`src/rtl/muldiv_pkg.sv`:
```
`default_nettype none
// ============================================================================
// Module      : muldiv_pkg
// Description : Shared types and decode helpers for the iterative RV32M
//               multiply/divide unit.
//               - muldiv_op_e    : funct3 operation codes
//               - muldiv_state_e : sequencer states
//               - is_div / is_rem / is_signed_a / is_signed_b : op decode
// Revision    : 1.0 - initial release
// ============================================================================
package muldiv_pkg;

    typedef enum logic [2:0] {
        OP_MUL    = 3'b000,
        OP_MULH   = 3'b001,
        OP_MULHSU = 3'b010,
        OP_MULHU  = 3'b011,
        OP_DIV    = 3'b100,
        OP_DIVU   = 3'b101,
        OP_REM    = 3'b110,
        OP_REMU   = 3'b111
    } muldiv_op_e;

    typedef enum logic [1:0] {
        ST_IDLE  = 2'd0,
        ST_CALC  = 2'd1,
        ST_FIXUP = 2'd2,
        ST_DONE  = 2'd3
    } muldiv_state_e;

    function automatic logic is_div(input muldiv_op_e op);
        return op inside {OP_DIV, OP_DIVU, OP_REM, OP_REMU};
    endfunction

    function automatic logic is_rem(input muldiv_op_e op);
        return op inside {OP_REM, OP_REMU};
    endfunction

    // MUL only uses the low half, which is sign-agnostic, so it is
    // treated as unsigned.
    function automatic logic is_signed_a(input muldiv_op_e op);
        return op inside {OP_MULH, OP_MULHSU, OP_DIV, OP_REM};
    endfunction

    function automatic logic is_signed_b(input muldiv_op_e op);
        return op inside {OP_MULH, OP_DIV, OP_REM};
    endfunction

endpackage
`default_nettype wire

```
`src/rtl/muldiv_step.sv`:
```
`default_nettype none
// ============================================================================
// Module      : muldiv_step
// Description : Combinational datapath for one iteration of the multiply/
//               divide unit, retiring BITS_PER_CYCLE bits.
//               Multiply : shift-add, multiplier in acc[W-1:0], partial
//                          product in acc[2W-1:W], LSB first.
//               Divide   : restoring, remainder in acc[2W:W], dividend
//                          shifted out of / quotient shifted into acc[W-1:0].
// Ports       : is_div_i   - select divide (1) or multiply (0) iteration
//               acc_i      - current accumulator (2W+1 bits)
//               operand_i  - multiplicand or divisor magnitude
//               acc_o      - accumulator after BITS_PER_CYCLE iterations
// Revision    : 1.0 - initial release
// ============================================================================
module muldiv_step #(
    parameter int DATA_WIDTH     = 32,
    parameter int BITS_PER_CYCLE = 1
) (
    input  logic                    is_div_i,
    input  logic [2*DATA_WIDTH:0]   acc_i,
    input  logic [DATA_WIDTH-1:0]   operand_i,
    output logic [2*DATA_WIDTH:0]   acc_o
);

    localparam int W = DATA_WIDTH;

    for (genvar g = 0; g < BITS_PER_CYCLE; g++) begin : g_iter
        logic [2*W:0] acc_in;
        logic [2*W:0] acc_nxt;
        logic [W:0]   mul_sum;
        logic [W:0]   rem_sh;
        logic [W:0]   diff;
        logic         fits;
        logic         unused_top;

        if (g == 0) begin : g_first
            assign acc_in = acc_i;
        end else begin : g_chain
            assign acc_in = g_iter[g-1].acc_nxt;
        end

        // Top bit is always zero on entry: the product fits in 2W bits and
        // the remainder is below the divisor before each shift.
        assign unused_top = acc_in[2*W];

        assign mul_sum = {1'b0, acc_in[2*W-1:W]} +
                         (acc_in[0] ? {1'b0, operand_i} : {(W+1){1'b0}});

        assign rem_sh  = acc_in[2*W-1:W-1];
        assign diff    = rem_sh - {1'b0, operand_i};
        assign fits    = ~diff[W];

        assign acc_nxt = is_div_i
                       ? {(fits ? diff : rem_sh), acc_in[W-2:0], fits}
                       : {1'b0, mul_sum, acc_in[W-1:1]};
    end

    assign acc_o = g_iter[BITS_PER_CYCLE-1].acc_nxt;

endmodule
`default_nettype wire

```
`src/rtl/muldiv_unit.sv`:
```
`default_nettype none
// ============================================================================
// Module      : muldiv_unit
// Description : Iterative RV32M multiply/divide unit for the execute stage.
//               DATA_WIDTH must be even; BITS_PER_CYCLE is 1, 2 or 4 and
//               must divide DATA_WIDTH.
// Ports       : clk_i     - clock, rising edge
//               rst_n_i   - asynchronous active-low reset
//               start_i   - launch op (honoured when ready_o)
//               op_i      - funct3 operation code
//               a_i, b_i  - rs1 / rs2 operands
//               flush_i   - abort in-flight op, drop same-cycle start
//               ready_o   - can accept start_i this cycle
//               busy_o    - pipeline stall request
//               done_o    - one-cycle completion pulse
//               result_o  - result, held between completions
// Revision    : 1.0 - initial release
// ============================================================================
module muldiv_unit
    import muldiv_pkg::*;
#(
    parameter int DATA_WIDTH     = 32,
    parameter int BITS_PER_CYCLE = 1
) (
    input  logic                  clk_i,
    input  logic                  rst_n_i,
    input  logic                  start_i,
    input  logic [2:0]            op_i,
    input  logic [DATA_WIDTH-1:0] a_i,
    input  logic [DATA_WIDTH-1:0] b_i,
    input  logic                  flush_i,
    output logic                  ready_o,
    output logic                  busy_o,
    output logic                  done_o,
    output logic [DATA_WIDTH-1:0] result_o
);

    localparam int W     = DATA_WIDTH;
    localparam int N     = DATA_WIDTH / BITS_PER_CYCLE;
    localparam int CNT_W = (N > 1) ? $clog2(N) : 1;
    localparam logic [CNT_W-1:0] CNT_LAST = CNT_W'(N - 1);

    muldiv_state_e    state_q,   state_d;
    muldiv_op_e       op_q,      op_d;
    logic [W-1:0]     operand_q, operand_d;
    logic [W-1:0]     result_q,  result_d;
    logic [2*W:0]     acc_q,     acc_d;
    logic [CNT_W-1:0] cnt_q,     cnt_d;
    logic             neg_q,     neg_d;

    muldiv_op_e       op_in;
    logic [2*W:0]     acc_step;
    logic             accept, special, div_by_zero, overflow;
    logic             sign_a, sign_b;
    logic [W-1:0]     mag_a, mag_b, special_res;
    logic [2*W-1:0]   prod_s;
    logic [W-1:0]     div_sel, div_res, fix_res;

    assign op_in    = muldiv_op_e'(op_i);
    assign ready_o  = (state_q == ST_IDLE) || (state_q == ST_DONE);
    assign accept   = start_i && ready_o && !flush_i;
    assign done_o   = (state_q == ST_DONE);
    assign busy_o   = (state_q == ST_CALC) || (state_q == ST_FIXUP) ||
                      (accept && !special);
    assign result_o = result_q;

    muldiv_step #(
        .DATA_WIDTH     (DATA_WIDTH),
        .BITS_PER_CYCLE (BITS_PER_CYCLE)
    ) u_step (
        .is_div_i  (is_div(op_q)),
        .acc_i     (acc_q),
        .operand_i (operand_q),
        .acc_o     (acc_step)
    );

    // Operand decode at accept time: magnitudes and special cases.
    always_comb begin
        sign_a      = is_signed_a(op_in) && a_i[W-1];
        sign_b      = is_signed_b(op_in) && b_i[W-1];
        mag_a       = sign_a ? -a_i : a_i;
        mag_b       = sign_b ? -b_i : b_i;
        div_by_zero = is_div(op_in) && (b_i == '0);
        overflow    = ((op_in == OP_DIV) || (op_in == OP_REM)) &&
                      (a_i == {1'b1, {(W-1){1'b0}}}) && (b_i == '1);
        special     = div_by_zero || overflow;
        if (div_by_zero) begin
            special_res = is_rem(op_in) ? a_i : '1;
        end else begin
            special_res = is_rem(op_in) ? '0 : a_i;
        end
    end

    // Sign correction and half/part selection once iterations are complete.
    always_comb begin
        prod_s  = neg_q ? -acc_q[2*W-1:0] : acc_q[2*W-1:0];
        div_sel = is_rem(op_q) ? acc_q[2*W-1:W] : acc_q[W-1:0];
        div_res = neg_q ? -div_sel : div_sel;
        if (is_div(op_q)) begin
            fix_res = div_res;
        end else if (op_q == OP_MUL) begin
            fix_res = prod_s[W-1:0];
        end else begin
            fix_res = prod_s[2*W-1:W];
        end
    end

    always_comb begin
        state_d   = state_q;
        op_d      = op_q;
        operand_d = operand_q;
        result_d  = result_q;
        acc_d     = acc_q;
        cnt_d     = cnt_q;
        neg_d     = neg_q;

        case (state_q)
            ST_IDLE, ST_DONE: begin
                state_d = ST_IDLE;
                if (accept) begin
                    op_d = op_in;
                    if (special) begin
                        result_d = special_res;
                        state_d  = ST_DONE;
                    end else begin
                        // Dividend / multiplier starts in the low half.
                        acc_d     = {{(W+1){1'b0}}, mag_a};
                        operand_d = mag_b;
                        cnt_d     = '0;
                        // Remainder follows the dividend sign only.
                        neg_d     = is_rem(op_in) ? sign_a : (sign_a ^ sign_b);
                        state_d   = ST_CALC;
                    end
                end
            end
            ST_CALC: begin
                acc_d = acc_step;
                cnt_d = cnt_q + 1'b1;
                if (cnt_q == CNT_LAST) begin
                    state_d = ST_FIXUP;
                end
            end
            ST_FIXUP: begin
                result_d = fix_res;
                state_d  = ST_DONE;
            end
            default: state_d = ST_IDLE;
        endcase

        // Flush aborts without touching the visible result.
        if (flush_i) begin
            state_d  = ST_IDLE;
            result_d = result_q;
        end
    end

    always_ff @(posedge clk_i or negedge rst_n_i) begin
        if (!rst_n_i) begin
            state_q   <= ST_IDLE;
            op_q      <= OP_MUL;
            operand_q <= '0;
            result_q  <= '0;
            acc_q     <= '0;
            cnt_q     <= '0;
            neg_q     <= 1'b0;
        end else begin
            state_q   <= state_d;
            op_q      <= op_d;
            operand_q <= operand_d;
            result_q  <= result_d;
            acc_q     <= acc_d;
            cnt_q     <= cnt_d;
            neg_q     <= neg_d;
        end
    end

endmodule
`default_nettype wire

```
`config.mk`:
```
export PLATFORM = sky130hd
export DESIGN_NAME = muldiv_unit
export DESIGN_NICKNAME = d
export VERILOG_FILES = /design/src/rtl/muldiv_pkg.sv /design/src/rtl/muldiv_step.sv /design/src/rtl/muldiv_unit.sv
export SDC_FILE = /design/constraint.sdc
export NUM_CORES = 1
export LEC_CHECK = 0
export CAP_MARGIN = 20
export CORE_MARGIN = 8
export CORE_UTILIZATION = 50
export CTS_BUF_LIST = sky130_fd_sc_hd__clkbuf_4 sky130_fd_sc_hd__clkbuf_8
export CTS_CLUSTER_DIAMETER = 80
export CTS_CLUSTER_SIZE = 12
export DETAILED_ROUTE_END_ITERATION = 10
export GPL_TIMING_DRIVEN = 0
export HOLD_SLACK_MARGIN = 0.03
export PLACE_DENSITY_LB_ADDON = 0.08
export SETUP_SLACK_MARGIN = 0.2
export SYNTH_ARGS = -nofsm -noshare
export SYNTH_HDL_FRONTEND = slang
export SYNTH_SLANG_ARGS = --single-unit
```
`constraint.sdc`:
```
create_clock -name clk_i -period 9 [get_ports clk_i]
set_input_delay 0.9 -clock clk_i [delete_from_list [all_inputs] [get_ports clk_i]]
set_output_delay 0.9 -clock clk_i [all_outputs]
set_load 0.01 [all_outputs]
```
==> After elaboration in Yosys (flattened, before gate mapping) <==
Index checks and enable logic that the tools add are counted.
{ "totals": {"in_bits": 71, "elab_cells": 97, "ff_bits": 139} }
{ "op_classes": {"add_sub_neg": 7, "n_mux": 28, "eq_ne": 20, "bitwise_logic": 4, "reduce_logical": 31} }
{ "ops": {"columns": ["cell", "n"], "rows": [
  ["two-way mux 32 bit", 13],
  ["two-way mux 64 bit", 4],
  ["one-hot mux 64 bit (2 select lines)", 1],
  ["negation 32 bit", 3],
  ["== test 32 bit (second input constant)", 2],
  ["negation 64 bit", 1],
  ["one-hot mux 32 bit (2 select lines)", 1],
  ["adder 32 x 32 -> 33 bit", 1],
  ["subtractor 33 x 32 -> 33 bit", 1],
  ["zero test 32 bit", 1],
  ["== test 3 bit (second input constant)", 8],
  ["nonzero test 4 bit", 3],
  ["two-way mux 5 bit", 2],
  ["one-hot mux 5 bit (2 select lines)", 1],
  ["logical AND 1 bit", 8],
  ["two-way mux 2 bit", 4],
  ["nonzero test 2 bit", 4],
  ["!= test 2 bit (second input constant)", 3],
  ["one-hot mux 2 bit (3 select lines)", 1],
  ["AND reduction 3 bit", 2],
  ["adder 5 x 1 -> 5 bit (second input constant)", 1],
  ["== test 5 bit (second input constant)", 1],
  ["logical OR 1 bit", 5],
  ["== test 2 bit (second input constant)", 2],
  ["other kinds (14)", 17]
]} }

==> Logic depth before layout (Yosys ltp) <==
Gate-level depths: netlist of run 1.
{ "logic_depth": {"ltp_word": 9, "ltp_mapped": 15, "depth_no_buf": 13} }

==> By module <==
Synthesis of run 1 repeated with hierarchy kept, for this count alone.
{ "unflattened": {"hier_cells": 2141, "area_unflattened_um2": 16400.7} }
{ "by_module_without_submodules": {"columns": ["module", "area_each_um2", "cells_per_inst", "seq_area_each_um2", "n_inst"], "rows": [
  ["muldiv_unit", 11815.1, 1494, 3503.4, 1],
  ["muldiv_step", 4585.6, 647, 0.0, 1]
]} }

==> Worst setup path after synthesis of run 1 <==
OpenSTA, ideal clock, no wires.
{ "synth_timing": {"kind": "register to register", "start": "register op_q[1]", "end": "register result_q[30] (netlist: result_o[30])", "setup_ns": 0.104, "arrival_time_ns": 3.702, "period_less_slack_ns": 3.806, "path_stages_with_launch": 16, "path_slack_ns": 5.194, "cell_sequence": "dfrtp_1 > clkbuf_1 > and2_1 > clkbuf_1 > clkbuf_1 > buf_1 > mux2i_1 > ha_1 > o211ai_1 > nor4_1 > nand4_1 > o21ai_0 > and2_1 > xnor2_1 > nor2_1 > o41ai_2"} }
{ "synth_via": {"elab_chain_cells": 7, "elab_cells_between_ends": 13} }
{ "synth_lines": {"columns": ["element", "line_no", "text"], "rows": [
  ["start: declaration", "muldiv_unit.sv:44", "muldiv_op_e op_q, op_d;"],
  ["start signal: assignment", "muldiv_unit.sv:168", "op_q <= op_d;"],
  ["== test 3 bit", "muldiv_pkg.sv:32, muldiv_pkg.sv:36", null],
  ["nonzero test 2 bit", "muldiv_pkg.sv:36", "return op inside {OP_REM, OP_REMU};"],
  ["two-way mux 32 bit", "muldiv_unit.sv:97", "div_sel = is_rem(op_q) ? acc_q[2*W-1:W] : acc_q[W-1:0];"],
  ["negation 32 bit", "muldiv_unit.sv:98", "div_res = neg_q ? -div_sel : div_sel;"],
  ["two-way mux 32 bit", "muldiv_unit.sv:98", null],
  ["two-way mux 32 bit (*)", "muldiv_unit.sv:99", "if (is_div(op_q)) begin"],
  ["one-hot mux 32 bit (2 select lines) (*)", "muldiv_unit.sv:117", "case (state_q)"],
  ["end signal: assignment", "muldiv_unit.sv:170", "result_q <= result_d;"],
  ["end: declaration", "muldiv_unit.sv:46", "logic [W-1:0] result_q, result_d;"]
]} }
Mark *: on every way between the ends. The rest lies on a longest branch, timed or not.
A chain may end at the register's enable or synchronous reset.

==> Worst setup path after layout of run 1 <==
{ "layout_timing": {"start": "register op_q[1]", "end": "register result_q[24] (netlist: result_o[24])"} }
The elaborated chain is that of the path after synthesis.

==> summary.md, run 1 <==
| Metric | Value |
|---|---|
| Top post-synthesis cells by count | `242 x nand2_1, 230 x o21ai_0, 158 x nor2_1, 139 x dfrtp_1, 130 x a21oi_1` |
| Fin util | `0.5688` |
| Final hold viol count | `0` |
| Port bufs | `105` |
| Routability cong. | `1.012` |
| Initial antenna violation count | `1` |
| Endpoints failing setup | `0` |
| Reg clk slew, reported paths | `0.09 ns` |
| Number of synthesized flops with an enable pin | `0` |
| Setup TNS Final | `0 ns` |
| Gate Count Post-Synth | `2032` |
| Via Count | `16610` |
| Hpwl dp | `50600 um` |
| Die Y | `190.3 um` |
| DR WL/cell | `24.90 um` |
| Vias in the first global route | `15970` |
| Syn Nets | `2179` |
| # Post-CTS Setup Buffers | `0` |
| Layout cells sized above 1 | `0.04055` |
| Fillers | `2930` |
| Largest net degree at the start of global routing | `81` |
| VDD IR max | `0.1601 mV` |
| # IOs | `106` |
| Final wirelength | `63910 um` |
| Fin crit period | `5.773 ns` |
| Core area | `0.03027 sq mm` |
| Crit start category | `register` |
| CTS tree | `done` |
| Worst Setup End Kind | `register` |
| CP arrival | `6.15 ns` |
| Synth Flop Type | `dfrtp_1` |
| Worst path required time | `9.37 ns` |
| Root Buffer | `clkbuf_8` |
| Post-CTS sizing | `0` |
| Rows | `64` |
| Syn_area_per_cell | `7.478 sq um` |
| Register area share after synthesis | `0.2289` |
| Area delta synth->final | `13.31%` |
| Number of buffers created by CTS | `17` |
| Ys async rst share | `1.000` |
| Critical path peak fanout | `10` |
| Synth top area share | `0.2289` |
| Area leader, netlist | `dfrtp_1` |
| Syn Std Cell Area | `0.01519 sq mm` |
| Clk_lat worst skew | `0.52 ns` |
| # DRC | `0` |
| Pwr per Cell Area | `372.1 mW/mm^2` |
| Slew HR | `0.2438` |
| Final period util | `0.6415` |
| Fmax | `173.2 MHz` |
| RSZ-0062 raised after global routing | `no` |
| Distinct cells, synth | `81` |
| Starting Density | `0.5020` |
| Slowest cell on crit path | `nor4_1` |
| Hold Buf Count CTS | `0` |
| Clock Skews | `0.01518 ns` |
| Cells after DPL | `2534` |
| H-tree level count | `4` |
| Die Area | `0.03622 sq mm` |
| DR vias/cell | `6.471` |
| Finished Cell Area | `0.01722 sq mm` |
| Synth area leaders | `dfrtp_1 23%, o21ai_0 7.6%, ha_1 6.1%, nand2_1 6.0%, xnor2_1 5.9%` |
| First-pass GRT wire length | `95790 um` |
| Finished Layout Cells | `2567` |
| Status | `finished clean` |
| Hold Crit Class | `primary input to async pin` |
| Layout Nets | `2305` |
| GRT Resource Usage Total | `0.3467` |
| #FFs+latches synth | `139` |
| Worst-path cell chain | `clkbuf_1 -> and2_1 -> clkbuf_1 -> clkbuf_1 -> buf_1 -> mux2i_1 -> ha_1 -> o211ai_1 -> nor4_1 -> nand4_1 -> o21ai_0 -> xnor2_1 -> nand2_1 -> a31oi_1 -> o21ai_0` |
| Die width | `190.3 um` |
| Max stage delay on crit path | `0.77 ns` |
| Synth warn | `0` |
| Max Slew Vio Count | `0` |
| Count leader, synth | `nand2_1` |
| First-iteration detailed-routing DRC count | `1396` |
| Clock Path Buffers | `2` |
| TritonCTS Sinks | `139` |
| LEAKAGE | `7.037 nW` |
| Routed Antenna Nets | `0` |
| Max Cap Viol | `0` |
| Worst-Margin Slew | `1.132 ns` |
| Drt pass-1 iters | `5` |
| Critical Path Most Common Cell | `clkbuf_1` |
| Total congestion overflow | `0` |
| Crit Path Class | `register to register` |
| Area after DPL | `0.01677 sq mm` |
routing by layer:
metal,up-vias,wire [um],track usage,part of all wire
met4,0,3611,0.1990,0.057
met5,-,0,0,0
met3,203,5596,0.06529,0.088
met2,916,29790,0.5780,0.47
met1,7874,24910,0.4137,0.39
li1,7618,-,-,-
worst max-delay path, delay by kind of cell (launching register included):
family                   cells  cell delay (ns)
multiplexers                 1             0.32
buffers and inverters        4             2.03
XOR/XNOR                     1             0.18
flip-flops                   1             0.38
AND/OR/NAND/NOR              4             1.52
adder cells (fa/ha/maj)      1             0.21
AO/OA/AOI/OAI                4             0.95
state kept, by name, summed over array words and instances, names as in the netlist:
| name | flops |
|---|---|
| acc_q | 64 |
| cnt_q | 5 |
| neg_q | 1 |
| op_q | 3 |
| operand_q | 32 |
| result_o | 32 |
| state_q | 2 |
logic make-up after synthesis:
family	synth area share
AND/OR/NAND/NOR	0.2087
AO/OA/AOI/OAI	0.2650
buffers and inverters	0.05748
XOR/XNOR	0.1084
flip-flops	0.2289
multiplexers	0.06011
adder cells (fa/ha/maj)	0.07148
where the power goes:
part | switching (mW) | internal [mW] | leakage (nW)
sequential | 0.226 | 0.888 | 1.76
combinational | 3.04 | 1.66 | 5.06
clock | 0.274 | 0.313 | 0.213
total | 3.54 | 2.87 | 7.04
cell type report:
cell class	count	area, sq um	area share
timing repair buffer	107	1091	0.06337
multi-input combinational	1670	10840	0.6298
sequential	139	3478	0.2020
buffer	155	618.1	0.03590
clock inverter	12	171.4	0.009956
inverter	68	255.2	0.01483
tap	396	495.5	0.02878
antenna	1	2.502	0.0001453
clock buffer	19	261.5	0.01519
metrics by stage:
stage / setup WS [ns] / hold WS (ns) / power (mW)
2_1_floorplan: 5.194 / 0.4798 / 4.168
3_3_place_gp: 1.256 / 0.4601 / 5.626
3_5_place_dp: 3.281 / 0.4689 / 5.676
4_1_cts: 3.431 / 0.3725 / 6.270
5_1_grt: 3.119 / 0.4029 / 6.818
6_report: 3.227 / 0.3445 / 6.407
placed cells by master, fill, tap and decap left out, types with 15 or more instances in the layout:
master,count
a21o_1,27
dfrtp_1,139
nand2_1,242
or4_1,15
nand4_1,22
clkdlybuf4s50_1,104
nand3_1,31
clkbuf_8,19
nor2_1,158
a21oi_1,130
o31ai_1,43
nor3_1,55
or3_1,28
clkbuf_1,128
mux2i_1,80
o21ai_0,230
a31oi_1,24
ha_1,74
xnor2_1,102
o211ai_1,24
xor2_1,86
inv_1,67
o41ai_1,18
nand2b_1,23
a211oi_1,29
nor4_1,20
path summary, 6_finish.rpt:
check | start | end | slack [ns] | cells after the start
setup / recovery | op_q[1]$_DFFE_PN0P_ | result_o[24]$_DFFE_PN0P_ | 3.23 | 15
hold / removal | rst_n_i | acc_q[7]$_DFFE_PN0P_ | 0.34 | 1
setup reg to reg | op_q[1]$_DFFE_PN0P_ | result_o[24]$_DFFE_PN0P_ | 3.23 | 15
hold reg to reg | result_o[31]$_DFFE_PN0P_ | result_o[31]$_DFFE_PN0P_ | 0.48 | 2
max in group asynchronous | rst_n_i | operand_q[30]$_DFFE_PN0P_ | 7.84 | 2
min in group clk_i | result_o[31]$_DFFE_PN0P_ | result_o[31]$_DFFE_PN0P_ | 0.48 | 2
Power figures use the tool's default switching activity.
==> inputs of run 2 (changes only) <==
- clock period: 9 -> 5.7 ns (I/O delays scaled with it)
==> run 2 against run 1 <==
  * Final area is essentially flat
  * Core utilization is essentially flat
  * Maximum frequency increased by 9.0%
  * Total power increased by 58%
  * Global-route usage unchanged
  * Highest routed layer unchanged
  * Sequential share of layout area is essentially flat
  * Clock-buffer cell count unchanged
  * Die area unchanged
  * Critical endpoint is now acc_q[36]$_DFFE_PN0P_
  * Routed wire length fell by 0.10%
  * Worst hold slack got worse by 0.33 ns
==> summary.md, run 2 (synthesized netlist as in run 1, its figures left out) <==
| Metric | Value |
|---|---|
| Worst path required time | `6.13 ns` |
| Design Power | `10.13 mW` |
| Crit Path Class | `register to register` |
| First-pass GRT wire length | `95790 um` |
| Starting Density | `0.5020` |
| # IOs | `106` |
| Fmax | `188.8 MHz` |
| Worst Setup End Kind | `register` |
| Critical path endpoint | `acc_q[36]$_DFFE_PN0P_` |
| Cells after DPL | `2534` |
| Commonest cells after routing, fill and taps aside | `242 x nand2_1, 230 x o21ai_0, 158 x nor2_1` |
| Reg2reg start | `acc_q[31]$_DFFE_PN0P_` |
| Max Cap Viol | `0` |
| Die Y | `190.3 um` |
| Worst-Margin Slew | `1.129 ns` |
| # Post-CTS Setup Buffers | `0` |
| Drt pass-1 iters | `5` |
| LEAKAGE | `7.041 nW` |
| H-tree level count | `4` |
| Fillers | `2930` |
| Critical path peak fanout | `10` |
| WL met3 | `5506 um` |
| Cell internal pwr | `4.527 mW` |
| Critical Path Start | `acc_q[31]$_DFFE_PN0P_` |
| Post-placement setup slack | `0.1985 ns` |
| FF-to-FF End | `acc_q[36]$_DFFE_PN0P_` |
| First-iteration detailed-routing DRC count | `1329` |
| Slew HR | `0.2474` |
| Number of flip-flops in the largest register | `64` |
| Metal2 WL | `29680 um` |
| TritonCTS Sinks | `139` |
| Port bufs | `105` |
| Top Metal Used | `met4` |
| Clock share of power | `0.092` |
| Hold Crit Class | `primary input to async pin` |
| Number of buffers created by CTS | `17` |
| Switching share of power | `0.5531` |
| Sequential Power Share | `0.174` |
| Via Count | `16480` |
| Status | `finished clean` |
| Crit start category | `register` |
| Routed Antenna Nets | `0` |
| Hpwl dp | `50600 um` |
| Area delta synth->final | `13.40%` |
| Met1 WL | `24950 um` |
| Root Buffer | `clkbuf_8` |
| Largest net degree at the start of global routing | `81` |
| Fin util | `0.5692` |
| Reg clk slew, reported paths | `0.09 ns` |
| Final Worst Setup Slack | `0.4042 ns` |
| Logic pwr share | `0.734` |
| Psw | `5.603 mW` |
| Rows | `64` |
| Layout cells sized above 1 | `0.04194` |
| Setup TNS Final | `0 ns` |
| Core area | `0.03027 sq mm` |
| # DRC | `0` |
| Clk_lat worst skew | `0.53 ns` |
| Biggest register | `acc_q` |
| Fin crit period | `5.296 ns` |
| Finished Cell Area | `0.01723 sq mm` |
| Die Area | `0.03622 sq mm` |
| Reg2Reg Depth | `13` |
| Most common cell after layout, fill and taps aside | `nand2_1` |
| Pwr per Cell Area | `587.9 mW/mm^2` |
| Clock Path Buffers | `2` |
| CTS tree | `done` |
| CP arrival | `5.72 ns` |
| Final hold viol count | `0` |
| Routability cong. | `1.012` |
| Vias in the first global route | `15970` |
| DR vias/cell | `6.421` |
| Final period util | `0.9291` |
| VDD IR max | `0.2546 mV` |
| Finished Layout Cells | `2567` |
| Endpoints failing setup | `0` |
| Layout Nets | `2305` |
| Final wirelength | `63840 um` |
| Total congestion overflow | `0` |
| Setup slack, reg-to-reg | `0.40 ns` |
| Area after DPL | `0.01677 sq mm` |
| Max Slew Vio Count | `0` |
| Die width | `190.3 um` |
| Hold slack | `0.01468 ns` |
| DR WL/cell | `24.87 um` |
| GRT Resource Usage Total | `0.3467` |
| Clock Skews | `0.01747 ns` |
| RSZ-0062 raised after global routing | `no` |
| Initial antenna violation count | `1` |
[run 2: cell counts in the layout (fill, tap and decap cells not counted)]
No cell type changed its count.
[run 2: layout make-up]
class                      count  area (sq um)  area share
multi-input combinational   1670         10860      0.6300
sequential                   139          3478      0.2019
timing repair buffer         107          1091     0.06332
buffer                       155         619.3     0.03595
tap                          396         495.5     0.02876
clock buffer                  19         261.5     0.01518
inverter                      68         255.2     0.01481
clock inverter                12         171.4    0.009948
antenna                        1         2.502   0.0001452
[run 2: what timing repair did]
action                                  CTS  global route
pin swaps                                 0             0
hold endpoints to repair                  0             0
endpoints found under the setup margin    2             7
hold buffers                              0             0
gates resized for setup                   1             3
[run 2: critical path, stage by stage (launching register included)]
cell and delay (ns):
dfrtp_1 0.54, inv_1 0.31, ha_1 0.31, fa_1 0.43
nand2b_1 0.19, a211oi_1 0.36, o211ai_1 0.27, a31oi_1 0.53
a2111oi_1 0.26, o21a_1 0.33, nor2_1 0.64, clkbuf_1 0.56
a211oi_1 0.16, o21ai_0 0.28
[run 2: how the worst min path moves through the flow]
| stage | to | from | slack (ns) | depth (start not counted) |
|---|---|---|---|---|
| after detailed placement | result_o[31]$_DFFE_PN0P_ | result_o[31]$_DFFE_PN0P_ | 0.47 | 2 |
| final | acc_q[7]$_DFFE_PN0P_ | rst_n_i | 0.01 | 1 |
| after global routing | acc_q[7]$_DFFE_PN0P_ | rst_n_i | 0.07 | 1 |
| after global placement | result_o[21]$_DFFE_PN0P_ | result_o[21]$_DFFE_PN0P_ | 0.46 | 2 |
| after CTS | acc_q[7]$_DFFE_PN0P_ | rst_n_i | 0.04 | 1 |
| after floorplan | acc_q[0]$_DFFE_PN0P_ | rst_n_i | 0.27 | 0 |
[run 2: power groups by stage]
stage	registers [mW]	clock network [mW]	logic [mW]
after detailed placement	1.76	0	7.20
after CTS	1.74	0.925	7.23
after floorplan	1.68	0	4.90
after global placement	1.75	0	7.13
final	1.76	0.928	7.44
after global routing	1.80	0.969	8.01
[run 2: metal layers]
metal,track usage,vias up
li1,-,7631
met1,0.4137,7775
met2,0.5780,869
met3,0.06529,207
met4,0.1990,0
met5,0,-
